[config.mk]
export PLATFORM = sky130hd
export DESIGN_NAME = comparador_serial
export DESIGN_NICKNAME = d
export VERILOG_FILES = /design/src/rtl/comparador_pkg.sv /design/src/rtl/comparador_digito.sv /design/src/rtl/comparador_serial.sv
export SDC_FILE = /design/constraint.sdc
export NUM_CORES = 1
export LEC_CHECK = 0
export BUFFER_PORTS_ARGS = -buffer_cell sky130_fd_sc_hd__buf_2
export CORE_MARGIN = 3
export CORE_UTILIZATION = 55
export CTS_CLUSTER_DIAMETER = 200
export DETAILED_ROUTE_END_ITERATION = 16
export PLACE_DENSITY = 0.91
export SLEW_MARGIN = 25
export SYNTH_ARGS = -nofsm -noshare
export SYNTH_HDL_FRONTEND = slang
export SYNTH_SLANG_ARGS = --single-unit
[constraint.sdc]
create_clock -name clk -period 6.55 [get_ports clk]
set_clock_uncertainty 0.15 [all_clocks]
set_input_delay 0.3275 -clock clk [delete_from_list [all_inputs] [get_ports clk]]
set_output_delay 0.3275 -clock clk [all_outputs]
set_load 0.005 [all_outputs]
[src/rtl/comparador_pkg.sv]
// comparador_pkg: shared FSM states, result encoding and digit-count helper
package comparador_pkg;
    typedef enum logic [1:0] {IDLE, SCAN, DONE} state_t;
    localparam logic [1:0] RES_EQ = 2'b00;
    localparam logic [1:0] RES_LT = 2'b01;
    localparam logic [1:0] RES_GT = 2'b10;
    function automatic int ndig(input int width, input int digit);
        return width / digit;
    endfunction
endpackage

[src/rtl/comparador_digito.sv]
// comparador_digito: combinational unsigned compare of one DIGIT-bit digit
module comparador_digito #(
    parameter int DIGIT = 1
) (
    input  logic [DIGIT-1:0] a,
    input  logic [DIGIT-1:0] b,
    output logic             lt,
    output logic             eq,
    output logic             gt
);
    assign lt = a < b;
    assign eq = a == b;
    assign gt = a > b;
endmodule

[src/rtl/comparador_serial.sv]
// comparador_serial: multi-cycle magnitude comparator scanning DIGIT bits per clock,
// LSB-first with fixed latency or MSB-first with early termination
module comparador_serial
    import comparador_pkg::*;
#(
    parameter int WIDTH = 8,
    parameter int DIGIT = 1
) (
    input  logic             clk,
    input  logic             reset,
    input  logic             start,
    input  logic             dir,
    input  logic [WIDTH-1:0] wordA,
    input  logic [WIDTH-1:0] wordB,
    output logic             busy,
    output logic             done,
    output logic             lt,
    output logic             eq,
    output logic             gt,
    output logic             z
);
    localparam int NDIG = ndig(WIDTH, DIGIT);
    localparam int CW = NDIG > 1 ? $clog2(NDIG) : 1;
    localparam logic [CW-1:0] LAST = CW'(NDIG - 1);

    if (WIDTH % DIGIT != 0) begin : g_chk
        $error("comparador_serial: WIDTH must be a multiple of DIGIT");
    end

    state_t           state, state_nxt;
    logic [WIDTH-1:0] a, b;
    logic             mode;
    logic [CW-1:0]    cnt;
    logic [1:0]       run, run_nxt;
    logic             d_lt, d_eq, d_gt, fin;
    logic [DIGIT-1:0] a_dig [2**CW];
    logic [DIGIT-1:0] b_dig [2**CW];

    // digit table padded to a power of two so the counter indexes it exactly
    for (genvar i = 0; i < 2**CW; i++) begin : g_dig
        if (i < NDIG) begin : g_v
            assign a_dig[i] = a[i*DIGIT +: DIGIT];
            assign b_dig[i] = b[i*DIGIT +: DIGIT];
        end else begin : g_z
            assign a_dig[i] = '0;
            assign b_dig[i] = '0;
        end
    end

    comparador_digito #(.DIGIT(DIGIT)) u_digito (
        .a  (a_dig[cnt]),
        .b  (b_dig[cnt]),
        .lt (d_lt),
        .eq (d_eq),
        .gt (d_gt)
    );

    // a differing digit overrides the running result; for MSB-first it also ends the scan
    always_comb begin
        run_nxt   = d_gt ? RES_GT : d_lt ? RES_LT : run;
        fin       = mode ? (!d_eq || cnt == '0) : (cnt == LAST);
        state_nxt = state == IDLE ? (start ? SCAN : IDLE) :
                    state == SCAN ? (fin ? DONE : SCAN) : IDLE;
    end

    always_ff @(posedge clk or posedge reset)
        if (reset) state <= IDLE;
        else       state <= state_nxt;

    always_ff @(posedge clk or posedge reset) begin
        if (reset) begin
            a    <= '0;
            b    <= '0;
            mode <= 1'b0;
            cnt  <= '0;
            run  <= RES_EQ;
            lt   <= 1'b0;
            eq   <= 1'b0;
            gt   <= 1'b0;
            z    <= 1'b0;
        end else if (state == IDLE && start) begin
            a    <= wordA;
            b    <= wordB;
            mode <= dir;
            cnt  <= dir ? LAST : '0;
            run  <= RES_EQ;
        end else if (state == SCAN) begin
            run <= run_nxt;
            cnt <= mode ? cnt - CW'(1) : cnt + CW'(1);
            if (fin) begin
                lt <= run_nxt == RES_LT;
                eq <= run_nxt == RES_EQ;
                gt <= run_nxt == RES_GT;
                z  <= run_nxt != RES_GT;
            end
        end
    end

    assign busy = state == SCAN;
    assign done = state == DONE;
endmodule

==> impl_results.md, run 1 <==
- Nets: 183
- Avg Cell Area, Syn: 10.4 sq um
- Average wire per standard cell: ~14 microns
- Die H: 56.3 microns
- Fin util: 68.2%
- Synth Flop Type: dfrtp_1
- Startpoint Class: flop
- CP Max Fanout: 8
- Cells after Synth: 134
- Flop and latch count out of synthesis: 28
- Arrival time worst endpoint: approximately 2.9 ns
- Number of hold buffers added after cts: 0
- Clock tree sinks: 28
- Post-synth top area share: between 50% and 60%
- Clock latency at the later pin of the worst-skew pair: 0.33 ns
- Fin area: 1570 sq um
- Synthesis Warnings: 0
- Place WS: 3.76 ns
- Antenna violations before repair: 0
- CTS clock-pin slew for the worst setup and hold paths: approximately 0.15 ns
- Static Leak: about 0.83 nW
- Worst Tran Pin Value: 0.958 ns
- Status: complete, no violations
- CP required: between 6 and 7 ns
- Final worst path period share: 42.9%
- Total grt overflow: 0
- I/O Buffers: 25
- CTS tree: done
- Max-cap viol count: 0
- Drt pass-1 iters: 4
- Area delta synth->final: 12.9%
- Hold Crit Class: input pin to flop
- Cell with the most instances after synthesis: nand2_1
- First-pass GRT wire length: 4.57 mm
- RSZ-0062 raised after global routing: false
- Setup_tns: 0 ns
- Vias: 1020
- DR DRC count: 0
- Commonest cells post-synth: nand2_1 (49), dfrtp_1 (28), inv_1 (9)
- Pwr dens: around 500 nW/um^2
- Post-route ant nets: 0
- Post-DP Area: ~1500 sq um
- GPL Wtd Cong: between 0.8 and 0.9
- Final hold violation count: 0
- Share of synthesized flip-flops with an asynchronous set or reset: 100%
- Setup Buffers After CTS: 0
- Vias in the first global route: about 1k
- Placeable Area: 2300 sq um
- HPWL Detailed: 1.94 mm
- Cts repair resizes: 0
- Tot GR Track Use: 18.4%
- Cell area after synthesis: 1390 sq um
- CTS Buffer Depth: 2
- Die ar.: roughly 3200 sq um
- Initial DRC Count: 32
- EDFF count, synth: 0
- Final setup violation count: 0
- Routed vias/inst: 5.45
- DRT Wirelength: 2.57 mm
- Die W: about 56 microns
- H-Tree Level Count: 1
- Worst vdd ir: 0.275 mV
- Yosys top cell by area: dfrtp_1
- Setup crit end kind: flop
- # rows: 17
- Layout cells sized above 1: 25.8%
- Total CTS buffers: 3
- Initial core utilization: 60.5%
- Netlist cell types: 32
- Fin crit period: 2.81 ns
- Largest net degree at the start of global routing: 29
- Max-slew headroom: 35.9%
- Final setup margin: 3.74 ns
- Max-slew violations: 0
- Diode count: 0
- I/O Pins: 26
- WS Path Type: flop to flop
- Register area share after synthesis: 50.5%
- Syn Nets: 157
- Synth top area cells: dfrtp_1 (50%), nand2_1 (13%), mux4_1 (7.6%)
- Fillers: 190
- Fmax: 356 MHz
- CTS Root Cell: clkbuf_4
[flip-flops by register name, summed over array words and instances (netlist names)]
| signal | count |
|---|---|
| a | 8 |
| lt | 1 |
| gt | 1 |
| run | 2 |
| mode | 1 |
| cnt | 3 |
| state | 2 |
| eq | 1 |
| b | 8 |
| z | 1 |
[layer usage]
layer / vias up / routed length, microns / GRT usage (%)
met4: 0 / 34 / 5.08
li1: 492 / - / -
met3: 4 / 130 / 3.45
met5: - / 0 / 0
met2: 31 / 1330 / 33.6
met1: 493 / 1080 / 22.1
[per-stage QoR]
| stage | power [mW] | cells | hold WS, ns |
|---|---|---|---|
| after floorplan | 0.610 | 134 | 0.243 |
| after global placement | 0.664 | 182 | 0.302 |
| after detailed placement | 0.698 | 182 | 0.311 |
| after CTS | 0.783 | 186 | 0.0110 |
| after global routing | 0.855 | 187 | 0.000629 |
| final | 0.776 | 187 | 0.0152 |
[worst paths after layout]
check                                   startpoint                to  slack (ns)  depth (start not counted)
worst max register to register  cnt[0]$_DFFE_PP0P_    eq$_DFFE_PP0P_        3.74                          7
worst max-delay path            cnt[0]$_DFFE_PP0P_    eq$_DFFE_PP0P_        3.74                          7
worst min-delay path                      wordA[3]  a[3]$_DFFE_PP0P_        0.02                          3
worst min register to register    b[3]$_DFFE_PP0P_  b[3]$_DFFE_PP0P_        0.34                          2
max in group asynchronous                    reset  a[6]$_DFFE_PP0P_        5.45                          3
min in group asynchronous                    reset  b[2]$_DFFE_PP0P_        0.43                          3
[cells in the final DEF, fill, tap and decap left out, types with 2 or more instances in the layout]
cell / instances
clkbuf_4: 3
nand2_1: 49
mux2i_1: 3
ha_1: 2
nor2_1: 3
a21oi_1: 2
or2b_2: 2
inv_1: 8
o21ai_0: 5
dfrtp_1: 28
mux4_1: 4
mux2_2: 3
buf_2: 25
a22o_1: 2
[where the power goes]
| part | switching, mW | internal [mW] |
|---|---|---|
| Clock | 0.0520 | 0.0341 |
| Sequential | 0.0659 | 0.253 |
| Combinational | 0.186 | 0.185 |
| Total | 0.304 | 0.472 |
[final cells by class]
class	instances	area, sq um	area share (%)
sequential	28	701	44.7
multi-input combinational	92	627	40.0
timing repair buffer	26	135	8.62
clock buffer	4	36.3	2.31
tap	28	35.0	2.23
inverter	9	33.8	2.15
[critical path: stages, from the launching register on]
cell	delay, ns
dfrtp_1	0.57
mux4_1	0.60
mux2i_1	0.21
inv_1	0.07
ha_1	0.26
or2b_1	0.26
a31oi_4	0.22
mux2_2	0.36
[logic make-up (layout without fill, tap and decap cells)]
kind of cell,after synthesis,count (layout),share of synthesized area (%)
buffers and inverters,14,39,4.41
multiplexers,10,10,12.2
flip-flops,28,28,50.5
XOR/XNOR,2,2,1.26
AND/OR/NAND/NOR,63,63,20.7
adder cells (fa/ha/maj),3,3,3.24
AO/OA/AOI/OAI,14,14,7.75
No activity file was read; power rests on OpenSTA's default activity.
==> run 2: changes to the inputs <==
- CORE_UTILIZATION: 55 -> 54
- PLACE_DENSITY: 0.91 -> 0.9
- clock period: 6.55 -> 2.9 ns (I/O delays scaled with it)
==> impl_results.md, run 2 (synthesis gave the netlist of run 1 again) <==
- Nets: 200 (+9.3%)
- Clock latency at the later pin of the worst-skew pair: 0.33 ns (about the same)
- DRT Wirelength: 2.76 mm (+7.5%)
- Static Leak: 0.902 nW (+8.6%)
- Diode count: 0 (unchanged)
- Vias: 1062 (+4.1%)
- Hold Startpoint: start
- Startpoint Class: flop
- Post-route ant nets: 0 (unchanged)
- Routed vias/inst: 5.21 (-4.6%)
- Final hold violation count: 0 (unchanged)
- CTS Buffer Depth: 2 (unchanged)
- Largest net degree at the start of global routing: 29 (unchanged)
- Die H: 56.7 microns (+0.83%)
- Max-cap viol count: 0 (unchanged)
- CTS Root Cell: clkbuf_4
- Pwr dens: 1020 nW/um^2 (+110%)
- Most frequent cells in the layout: nand2_1 (49), dfrtp_1 (27), buf_2 (25)
- R2r worst-path depth: 7 (unchanged)
- Met1 GRT Util: 22.3% (+0.28 points)
- Initial core utilization: 59.9% (-0.55 points)
- Footprint of the multi-input gates: 633 sq um (+1.0%)
- Layout cells sized above 1: 23.9% (-1.9 points)
- Die W: 56.7 microns (+0.83%)
- First-pass GRT wire length: 4.98 mm (+9.1%)
- CTS clock-pin slew for the worst setup and hold paths: 0.15 ns (about the same)
- Antenna violations before repair: 0 (unchanged)
- Arrival time worst endpoint: 2.78 ns (-0.12 ns)
- Vias in the first global route: 1183 (+15%)
- Worst vdd ir: 0.628 mV (+130%)
- Clock tree sinks: 28 (unchanged)
- I/O Pins: 26 (unchanged)
- Area delta synth->final: 25.7%
- Total grt overflow: 0 (unchanged)
- Met2 GRT Util: 35.8% (+2.3 points)
- H-Tree Level Count: 1 (unchanged)
- R2R Path End: lt$_DFFE_PP0P_
- GPL Wtd Cong: 0.811 (-0.50%)
- Max-slew headroom: 54.9% (+19 points)
- Initial DRC Count: 22 (-31%)
- GRT Max-Usage Layer: met2
- Fin crit period: 2.70 ns (-0.107 ns)
- Hold Crit Class: input pin to flop
- WS Path Type: flop to flop
- I/O Buffers: 25 (unchanged)
- Max-slew violations: 0 (unchanged)
- R2R Path Start: cnt[0]$_DFFE_PP0P_
- Place WS: 0.118 ns (-3.64 ns)
- Final worst path period share: 93.2% (+50 points)
- Setup crit end kind: flop
- Tot GR Track Use: 19.9% (+1.5 points)
- Placeable Area: 2320 sq um (+0.93%)
- Hold depth: 3 (unchanged)
- Routing usage on met3: 3.45% (unchanged)
- Final setup violation count: 0 (unchanged)
- CP Max Fanout: 8 (unchanged)
- Hold Path Sink: cnt[1]$_DFFE_PP0P_
- Setup_tns: 0 ns (unchanged)
- CP required: 2.98 ns (-3.66 ns)
- Reg area: 702 sq um (+0.18%)
- RSZ-0062 raised after global routing: false
- DR DRC count: 0 (unchanged)
- Average wire per standard cell: 13.5 microns (-1.5%)
- Fmax: 370 MHz (+4.0%)
- Total CTS buffers: 3 (unchanged)
- Largest registers: a x8, b x8, cnt x3
- Flop-to-flop setup slack: 0.20 ns (-3.54 ns)
- Die ar.: 3220 sq um (+1.7%)
- CTS tree: done
- Fillers: 159 (-16%)
- # rows: 17 (unchanged)
- Most common cell after layout, fill and taps aside: nand2_1
- Final setup margin: 0.197 ns (-3.54 ns)
- Drt pass-1 iters: 5 (+1)
- Worst Tran Pin Value: 0.676 ns (-0.282 ns)
- HPWL Detailed: 1.92 mm (-0.74%)
- Setup Buffers After CTS: 0 (unchanged)
- Status: complete, no violations
run 2: cell count changes in the layout (fill, tap and decap cells not counted):
cell           before  now
dlygate4sd3_1       1   18
nor3b_2             1    0
dfrtp_2             0    1
nor3b_4             0    1
dfrtp_1            28   27
run 2: metrics by stage:
step | hold WS, ns | power [mW] | util (%) | area (sq um) | std cells
finish | 0.0613 | 1.78 | 75.3 | 1750 | 204
global route | 0.0674 | 1.95 | 75.3 | 1750 | 204
CTS | 0.0461 | 1.77 | 75.0 | 1740 | 204
detailed placement | 0.187 | 1.57 | 65.6 | 1520 | 182
global placement | 0.184 | 1.50 | 65.6 | 1520 | 182
floorplan | 0.0604 | 1.38 | - | 1390 | 134
run 2: layout make-up:
cell class | instances | share of cell area, %
sequential | 28 | 40.2
multi-input combinational | 92 | 36.3
timing repair buffer | 43 | 17.5
clock buffer | 4 | 2.08
tap | 28 | 2.01
inverter | 9 | 1.94
run 2: how the worst max path moves through the flow:
stage / to / cells after the start / start / slack [ns]
after floorplan: eq$_DFFE_PP0P_ / 8 / cnt[0]$_DFFE_PP0P_ / 0.36
after global placement: gt$_DFFE_PP0P_ / 7 / cnt[0]$_DFFE_PP0P_ / 0.23
after detailed placement: lt$_DFFE_PP0P_ / 7 / cnt[0]$_DFFE_PP0P_ / 0.12
after CTS: lt$_DFFE_PP0P_ / 7 / cnt[0]$_DFFE_PP0P_ / 0.1
after global routing: lt$_DFFE_PP0P_ / 7 / cnt[0]$_DFFE_PP0P_ / 0.1
final: lt$_DFFE_PP0P_ / 7 / cnt[0]$_DFFE_PP0P_ / 0.20
run 2: what timing repair did:
| item | 4_1_cts | 5_1_grt |
|---|---|---|
| gates resized for setup | 0 | 1 |
| hold buffers | 18 | 0 |
| hold endpoints to repair | 48 | 0 |
| endpoints found under the setup margin | 0 | 2 |
run 2: per-layer routing:
metal	share of wire, %	vias to the layer above	routed length, microns
met3	4.1	7	113
met4	2.0	0	55
met1	41	492	1140
met5	0	-	0
li1	-	528	-
met2	53	35	1460
run 2: critical path, stage by stage (launching register included):
cell	delay, ns
dfrtp_2	0.49
mux4_1	0.57
mux2i_1	0.20
inv_1	0.07
ha_1	0.26
or2b_1	0.26
a31oi_4	0.23
mux2_2	0.37
run 2: power by group:
group	total, mW	internal [mW]	switching (mW)
registers	0.722	0.573	0.148
logic	0.863	0.434	0.429
clock network	0.191	0.0769	0.114
==> run 3: changes to the inputs <==
- CORE_MARGIN: 3 -> 2
- PLACE_DENSITY: 0.9 -> unset
- PLACE_DENSITY_LB_ADDON: unset -> 0.1
==> impl_results.md, run 3 (synthesis gave the netlist of run 1 again) <==
- Nets: 201 (+0.50%)
- Status: complete, no violations
- Worst vdd ir: 0.627 mV (-0.20%)
- Clock tree sinks: 28 (unchanged)
- CP endpoint: gt$_DFFE_PP0P_
- Antenna violations before repair: 0 (unchanged)
- Most frequent cells in the layout: nand2_1 (49), dfrtp_1 (27), buf_2 (25)
- Most common cell after layout, fill and taps aside: nand2_1
- Layout cells sized above 1: 24.3% (+0.43 points)
- Placeable Area: 2450 sq um (+5.9%)
- Max-cap viol count: 0 (unchanged)
- Area delta synth->final: 25.9%
- Cells along the critical path: mux4_1, mux2i_1, inv_1, ha_1, or2b_1, a31oi_4, mux2_2
- WS Path Type: flop to flop
- Total grt overflow: 0 (unchanged)
- R2R Path Start: cnt[0]$_DFFE_PP0P_
- Tot GR Track Use: 21.3% (+1.4 points)
- CTS Root Cell: clkbuf_4
- Die H: 54.7 microns (-3.5%)
- Die W: 54.7 microns (-3.5%)
- Arrival time worst endpoint: 2.80 ns (+0.02 ns)
- Max-slew violations: 0 (unchanged)
- R2r worst-path depth: 7 (unchanged)
- Pwr dens: 1010 nW/um^2 (-0.76%)
- H-Tree Level Count: 1 (unchanged)
- Vias in the first global route: 1101 (-6.9%)
- Vias: 1087 (+2.4%)
- Largest delay share family, worst path: multiplexers
- Final worst path period share: 93.7% (+0.53 points)
- RSZ-0062 raised after global routing: false
- R2R Path End: gt$_DFFE_PP0P_
- Fin util: 71.3% (-4.0 points)
- Final hold violation count: 0 (unchanged)
- Total CTS buffers: 3 (unchanged)
- CTS Buffer Depth: 2 (unchanged)
- Fmax: 368 MHz (-0.56%)
- Worst Tran Pin Value: 0.555 ns (-0.120 ns)
- CP max stage delay: 0.57 ns (about the same)
- DR DRC count: 0 (unchanged)
- HPWL Detailed: 1.84 mm (-4.3%)
- Largest registers: a x8, b x8, cnt x3
- CTS tree: done
- Flop-to-flop setup slack: 0.18 ns (-0.02 ns)
- I/O Buffers: 25 (unchanged)
- Setup Buffers After CTS: 0 (unchanged)
- Final setup violation count: 0 (unchanged)
- Clock latency at the later pin of the worst-skew pair: 0.33 ns (about the same)
- Die ar.: 2990 sq um (-6.9%)
- Number of stages on the worst setup path: 7 (unchanged)
- # rows: 18 (+1)
- CP Max Fanout: 8 (unchanged)
- Fin crit period: 2.72 ns (+0.0153 ns)
- Diode count: 0 (unchanged)
- Setup_tns: 0 ns (unchanged)
- Setup crit end kind: flop
- CP Launch Point: cnt[0]$_DFFE_PP0P_
- DRT Wirelength: 2.63 mm (-4.6%)
- Startpoint Class: flop
- CP required: 2.98 ns (about the same)
- GPL Wtd Cong: 0.797 (-1.7%)
- Hold depth: 3 (unchanged)
- First-pass GRT wire length: 4.59 mm (-7.9%)
- Hold Crit Class: input pin to flop
- Average wire per standard cell: 12.7 microns (-6.0%)
- Largest net degree at the start of global routing: 29 (unchanged)
- Critical Path Slowest Stage Cell: mux4_1
- Post-route ant nets: 0 (unchanged)
- Crit path buf inv count: 1 (unchanged)
- Static Leak: 0.906 nW (+0.46%)
- Hold Slack: 0.0748 ns (+0.0135 ns)
- CTS clock-pin slew for the worst setup and hold paths: 0.15 ns (about the same)
- I/O Pins: 26 (unchanged)
- Max-slew headroom: 62.9% (+8.0 points)
- Initial DRC Count: 21 (-4.5%)
- Routed vias/inst: 5.25 (+0.87%)
- Drt pass-1 iters: 4 (-1)
- Initial core utilization: 56.6% (-3.3 points)
## run 3: changes by cell type in the layout (fill, tap and decap cells not counted), sizes merged
cell / change
buf: +1
## run 3: where the power goes
group | switching [mW] | total (mW) | internal, mW
clock network | 0.113 | 0.190 | 0.0769
logic | 0.419 | 0.856 | 0.436
registers | 0.147 | 0.720 | 0.573
total | 0.679 | 1.77 | 1.09
## run 3: per-layer routing
| layer | vias up | global-route usage, % | part of all wire (%) |
|---|---|---|---|
| li1 | 535 | - | - |
| met1 | 517 | 24.9 | 43 |
| met2 | 31 | 39.3 | 51 |
| met3 | 4 | 2.73 | 4.0 |
| met4 | 0 | 7.50 | 1.7 |
| met5 | - | 0 | 0 |
## run 3: per-stage QoR
| step | area [sq um] | std cells | setup WS, ns | power [mW] |
|---|---|---|---|---|
| floorplan | 1390 | 134 | 0.363 | 1.38 |
| global placement | 1530 | 185 | 0.217 | 1.52 |
| detailed placement | 1530 | 185 | 0.0968 | 1.57 |
| CTS | 1750 | 207 | 0.0770 | 1.78 |
| global route | 1750 | 207 | 0.0341 | 1.93 |
| finish | 1750 | 207 | 0.181 | 1.77 |
## run 3: how the worst min path moves through the flow
stage,slack (ns),start,end
finish,0.07,start,cnt[1]$_DFFE_PP0P_
global route,0.08,start,cnt[1]$_DFFE_PP0P_
CTS,0.07,start,cnt[1]$_DFFE_PP0P_
detailed placement,0.19,wordA[1],a[1]$_DFFE_PP0P_
global placement,0.18,wordA[4],a[4]$_DFFE_PP0P_
floorplan,0.06,reset,a[0]$_DFFE_PP0P_
## run 3: worst reg2reg max path, delay by kind of cell (launching register included)
family	cells	cell delay, ns
buffers and inverters	1	0.08
adder cells (fa/ha/maj)	1	0.26
AO/OA/AOI/OAI	1	0.22
multiplexers	3	1.16
flip-flops	1	0.50
AND/OR/NAND/NOR	1	0.26
## run 3: layout make-up
cell class                 instances  area, sq um
clock buffer                       4         36.3
fill                             193          706
inverter                           9         33.8
multi-input combinational         92          627
sequential                        28          702
tap                               30         37.5
timing repair buffer              44          313
## run 3: what timing repair did
item,CTS,global route
setup endpoints to repair,0,3
endpoints found under the hold margin,48,0
resized for setup,0,1
hold buffers,18,0
